## src/rtl/seven_bit_add_sequencer.sv

```systemverilog
// seven_bit_add_sequencer: debounced nibble loader feeding a bit-serial 7-bit adder
module seven_bit_add_sequencer #(
  parameter int DEBOUNCE_CYCLES = 4
) (
  input  logic       clk,
  input  logic       rst_n,
  input  logic       PB1,
  input  logic       PB2,
  input  logic [3:0] a,
  output logic [6:0] x,
  output logic [6:0] y,
  output logic [6:0] sum,
  output logic       cout,
  output logic [2:0] state,
  output logic       busy,
  output logic       done
);
  typedef enum logic [2:0] {S_XL, S_XH, S_YL, S_YH, S_ADD, S_DONE} state_t;
  state_t st, st_next;
  logic [1:0] raw, pulse;
  logic ld_p, clr_p, wipe, c, c_next, s_bit;
  logic [2:0] i;
  logic [7:0] xe, ye;
  assign raw = {PB2, PB1};
  for (genvar b = 0; b < 2; b++) begin : g_btn
    logic s1, s2, level, p, settle;
    logic [15:0] cnt;
    assign settle = (s2 != level) && (cnt == 16'(DEBOUNCE_CYCLES - 1));
    assign pulse[b] = p;
    always_ff @(posedge clk)
      if (!rst_n) begin
        s1 <= 1'b0;
        s2 <= 1'b0;
        cnt <= 16'd0;
        level <= 1'b0;
        p <= 1'b0;
      end else begin
        s1 <= raw[b];
        s2 <= s1;
        cnt <= (s2 == level || settle) ? 16'd0 : cnt + 16'd1;
        level <= settle ? s2 : level;
        p <= settle & s2;
      end
  end
  assign ld_p = pulse[0];
  assign clr_p = pulse[1];
  assign state = st;
  assign busy = st == S_ADD;
  assign done = st == S_DONE;
  assign wipe = clr_p || st > S_DONE;
  assign xe = {1'b0, x};
  assign ye = {1'b0, y};
  // one full-adder slice, time-shared across the seven bit positions
  always_comb begin
    s_bit = xe[i] ^ ye[i] ^ c;
    c_next = (xe[i] & ye[i]) | (xe[i] & c) | (ye[i] & c);
  end
  always_comb begin
    st_next = st;
    case (st)
      S_XL: if (ld_p) st_next = S_XH;
      S_XH: if (ld_p) st_next = S_YL;
      S_YL: if (ld_p) st_next = S_YH;
      S_YH: if (ld_p) st_next = S_ADD;
      S_ADD: if (i == 3'd6) st_next = S_DONE;
      S_DONE: if (ld_p) st_next = S_XL;
      default: st_next = S_XL;
    endcase
    if (clr_p) st_next = S_XL;
  end
  always_ff @(posedge clk) st <= !rst_n ? S_XL : st_next;
  always_ff @(posedge clk)
    if (!rst_n || wipe) begin
      x <= '0;
      y <= '0;
      sum <= '0;
      cout <= 1'b0;
      c <= 1'b0;
      i <= '0;
    end else
      case (st)
        S_XL: if (ld_p) x[3:0] <= a;
        S_XH: if (ld_p) x[6:4] <= a[2:0];
        S_YL: if (ld_p) y[3:0] <= a;
        S_YH: if (ld_p) begin
          y[6:4] <= a[2:0];
          sum <= '0;
          cout <= 1'b0;
          c <= 1'b0;
          i <= '0;
        end
        S_ADD: begin
          sum <= sum | (7'(s_bit) << i);
          c <= c_next;
          i <= i + 3'd1;
          if (i == 3'd6) cout <= c_next;
        end
        default: ;
      endcase
endmodule

```

## config.mk

```make
export PLATFORM = sky130hd
export DESIGN_NAME = seven_bit_add_sequencer
export DESIGN_NICKNAME = d
export VERILOG_FILES = /design/src/rtl/seven_bit_add_sequencer.sv
export SDC_FILE = /design/constraint.sdc
export NUM_CORES = 1
export LEC_CHECK = 0
export BUFFER_PORTS_ARGS = -buffer_cell sky130_fd_sc_hd__buf_4
export CORE_MARGIN = 3
export CORE_UTILIZATION = 50
export DETAILED_ROUTE_END_ITERATION = 7
export PLACE_DENSITY = 0.8
export SLEW_MARGIN = 20
export SYNTH_ARGS = -nofsm -noshare
export SYNTH_HDL_FRONTEND = slang
export SYNTH_SLANG_ARGS = --single-unit
```

## constraint.sdc

```tcl
create_clock -name clk -period 2.95 [get_ports clk]
set_input_delay 0.59 -clock clk [delete_from_list [all_inputs] [get_ports clk]]
set_output_delay 0.59 -clock clk [all_outputs]
set_load 0.03 [all_outputs]
```

# Yosys cells after proc, flatten, opt, wreduce, memory -nomap -nowiden
# Cells that the tools add are included.
# Widths: inputs -> output; s select.
[op_classes]
order_cmp = 2
n_addsub = 3
shift = 1
reduce_logical = 19
muxes = 18
eq_ne = 18
bitwise = 11
[op_table]
columns = ["op", "count"]
rows = [
  ["$add 16x1->16 const B", 2],
  ["$eq 16x2->1 const B", 2],
  ["$mux 3", 6],
  ["$pmux 3 s6", 1],
  ["$pmux 7 s2", 1],
  ["$reduce_and 2->1", 5],
  ["$eq 3x3->1 const B", 3],
  ["$ne 2x2->1 const B", 4],
  ["$mux 7", 1],
  ["$or 7x7->7", 1],
  ["$shl 1x3->7", 1],
  ["$bmux 1 s3", 2],
  ["$eq 3x2->1 const B", 2],
  ["$pmux 3 s2", 1],
  ["$reduce_and 6->1", 1],
  ["$reduce_or 2->1", 3],
  ["$and 1x1->1", 5],
  ["$logic_or 1x1->1", 4],
  ["$lt 3x4->1 const B", 1],
  ["$mux 1", 4],
  ["$ne 2x1->1 const B", 2],
  ["$pmux 1 s2", 2],
  ["$add 3x1->3 const B", 1],
  ["$eq 3x1->1 const B", 1],
  ["11 further kinds", 16],
]
[totals]
ff_bits = 69
word_cells = 91

# Depth between registers and ports, before layout
[logic_depth]
depth_word = 7
depth_mapped = 9

# Worst setup path before layout
# Ideal clock, no wire load.
[synth_timing]
path_type = "register to register"
from = "register i[0]"
to = "register sum[6]"
period_less_slack_ps = 2336
required_ps = 2826
setup_ps = 124
arrival_ps = 2211
stages_incl_launch_ff = 8
slack_ps = 614
n_path_buf = 1
path_cell_list = "dfxtp_1 -> clkbuf_1 -> mux4_2 -> mux2_2 -> fa_1 -> and3_1 -> a31oi_1 -> nor2_1"
[synth_between]
elab_chain_cells = 7
[synth_rtl]
columns = ["item", "line_no", "source"]
rows = [
  ["start: declaration", "22", "logic [2:0] i;"],
  ["start signal: assignment", "95", "i <= i + 3'd1;"],
  ["$bmux 1 s3", "55", "s_bit = xe[i] ^ ye[i] ^ c;"],
  ["$mux 1 (not written as such)", "55", ""],
  ["$xor 1x1->1 (2 in a row)", "55", ""],
  ["$shl 1x3->7 *", "93", "sum <= sum | (7'(s_bit) << i);"],
  ["$or 7x7->7 *", "93", ""],
  ["$pmux 7 s2 *", "81", "case (st)"],
  ["end signal: assignment", "93", ""],
  ["end: declaration", "12", "output logic [6:0] sum,"],
]
# Mark *: on every way between the ends. The rest lies on a longest branch, timed or not. The select of a mux whose other input is x is not followed.
# A chain may end at the register's enable or synchronous reset.

# Worst setup path in the final report
# Ends and elaborated chain as after synthesis.

==> results.yml <==
power:
  total_power_mw: 1.65
  p_per_area_nw_per_um2: 484
  ir_worst_vdd_uv: 269
  cellLeakagePower_nw: 1.25
clock_network:
  postCtsSetupRepairBufs: 0
  cts_resized: 0
  worstSkewPairLatency_ps: 340
  clockBufferDepth: 2
  cts_tree: "yes"
  path_clk_slew_ps: 70
  cts.sinks: 69
  cts-hold-fix-buffers: 0
  h-tree-depth: 3
  tritoncts.num_buffers: 9
  root_buffer: "clkbuf_8"
yosys:
  ys_ff_latch: 69
  ys_types: 40
  ys_async_sr_fraction: 0
  synth.area.top_cells: "dfxtp_1 47%, nor2_1 7.5%, xnor2_1 6.6%, mux2i_1 6.1%, nand3_1 3.1%"
  yosysTopAreaCellShare: 0.471
  synth_area_per_cell_um2: 9.11
  synth_area_leader_cell: "dfxtp_1"
  syn_inst: 322
  synthFlopType: "dfxtp_1"
  ys_seq_area_frac: 0.471
  syn_nets: 335
  yosysWarnings: 0
  syn_area_um2: 2930
  synth-edff-count: 0
grt:
  overflow: 0
  grt_max_degree: 21
  antenna_found_initial: 0
  grt_pass1_wl_um: 9350
  grt_pass1_vias: 2092
  grtUsageTotal: 0.181
layout:
  syn2layout_area_growth_pct: 16.2
  multiInputGateArea_um2: 1460
  nets: 367
  drive_gt1_frac: 0.162
  n_antenna_cell: 0
  fillerInstances: 495
  regArea_um2: 1380
timing:
  timing.final.ws_setup_ps: 546
  rsz0062_at_grt: "false"
  setup_viol: 0
  relSlewSlack: 0.599
  fmax_mhz: 416
  tightestPinTransition_ps: 600
  finalMaxSlewViolations: 0
  min_period_ps: 2400
  hold_viol: 0
  finClkSkew_ps: 8.12
  tns_ps: 0
  min_period_over_period: 0.815
routing:
  vias: 2287
  wl_per_cell_um: 13.0
  ant_nets: 0
  viasPerCell: 5.31
  wirelength_um: 5600
  drt_iter0_markers: 93
  route.detailed.drc: 0
  first_pass_iters: 4
place:
  hpwl_um: 3930
  port_buffers: 34
  routabilityCongestion: 0.856
  post-place-ws_ps: 557
die:
  die_w_um: 82.6
  fp.dieH_um: 82.6
  die_area_um2: 6820
  start_util: 0.523
  ioPinCount: 35
  rows: 27
  core-area_um2: 5610
critical_path:
  start_kind: "flop"
  crit_fanout: 9
  cp.arrival_ps: 2630
  r2r-start: "i[0]"
  crit_end: "sum[6]"
  cp-startpoint: "i[0]"
  rrSetupSlack_ps: 550
  crit_type: "flop to flop"
  end_kind: "flop"
  rr_worst_depth: 6
  worstPathRequired_ps: 3180
  r2r_end: "sum[6]"
status:
  status: "completed"
hold_path:
  hold_class: "flop to flop"
flow_run:
  cap_violations: 0
## layer usage
layer | vias to the layer above | GRT usage | wire length (um)
li1 | 1166 | - | -
met1 | 1044 | 0.223 | 2480
met2 | 71 | 0.291 | 2600
met3 | 6 | 0.0542 | 469
met4 | 0 | 0.0850 | 56
met5 | - | 0 | 0
## registers in the layout, summed over array words and instances (netlist names)
name,flops
y,7
sum,7
clr_p,1
g_btn.s1,2
g_btn.cnt,32
x,7
g_btn.p,1
cout,1
g_btn.s2,2
c,1
g_btn.level,2
state,3
i,3
## logic make-up after synthesis
family,after synthesis,share of synthesized area
AND/OR/NAND/NOR,153,0.264
flip-flops,69,0.471
XOR/XNOR,29,0.0866
buffers and inverters,23,0.0307
multiplexers,22,0.0844
AO/OA/AOI/OAI,21,0.0397
adder cells (fa/ha/maj),5,0.0239
## metrics by stage
| stage | hold slack, ps | utilization | instance area (um^2) | instances |
|---|---|---|---|---|
| 2_1_floorplan | 412 | - | 2930 | 322 |
| 3_3_place_gp | 415 | 0.576 | 3230 | 415 |
| 3_5_place_dp | 422 | 0.576 | 3230 | 415 |
| 4_1_cts | 437 | 0.608 | 3410 | 431 |
| 5_1_grt | 450 | 0.608 | 3410 | 431 |
| 6_report | 434 | 0.608 | 3410 | 431 |
## worst max-delay path, cell delays in order (launching register included)
cell and delay, ps:
dfxtp_1 530, mux4_2 540, mux2_2 290, fa_1 490, and3_1 220, a31oi_1 170, nor2_1 50
## worst min-delay path by stage
| stage | to | cells after the start | start | slack (ps) |
|---|---|---|---|---|
| 4_1_cts | g_btn[1].s2 | 1 | g_btn[1].s1 | 440 |
| 6_report | g_btn[1].s2 | 1 | g_btn[1].s1 | 430 |
| 3_5_place_dp | g_btn[1].s2 | 1 | g_btn[1].s1 | 420 |
| 5_1_grt | g_btn[0].s1 | 2 | PB1 | 450 |
| 2_1_floorplan | g_btn[0].s2 | 1 | g_btn[0].s1 | 410 |
| 3_3_place_gp | g_btn[1].s2 | 1 | g_btn[1].s1 | 420 |
## cell usage in the layout (no fill, tap or decap), types with 2 or more instances in the layout
cell	instances
dfxtp_1	69
nor2_1	59
buf_4	35
xnor2_1	22
mux2i_1	18
nand3_1	18
nand2_1	15
a21oi_1	13
nor3_1	12
clkbuf_8	11
nor4_1	10
inv_1	8
nand4_1	8
xor2_1	7
nor2b_1	6
and2_1	4
ha_1	4
o21ai_0	3
and3b_1	3
clkinv_2	3
mux4_2	2
mux2_2	2
nand2b_1	2
and3_1	2
nor3b_1	2
a31oi_1	2
or2_0	2
or2_1	2
## cells in the mapped netlist, types with 4 or more instances
cell type and n:
dfxtp_1 69, nor2_1 59, xnor2_1 22, mux2i_1 18, nand3_1 18, nand2_1 15
a21oi_1 13, nor3_1 12, clkbuf_1 11, nor4_1 10, inv_1 8, nand4_1 8
xor2_1 7, nor2b_1 6, and2_1 4, ha_1 4
## where the power goes
part / internal, mW / switching (mW) / total (mW) / leakage (nW)
combinational: 0.0112 / 0.0163 / 0.0275 / 0.602
sequential: 0.934 / 0.00190 / 0.936 / 0.556
clock: 0.347 / 0.340 / 0.687 / 0.0921
## layout make-up
type	count	share of cell area
inverter	9	0.00991
clock buffer	12	0.0455
multi-input combinational	230	0.429
clock inverter	4	0.00661
sequential	69	0.405
tap	72	0.0264
timing repair buffer	35	0.0771
(Power assumes the default switching activity.)
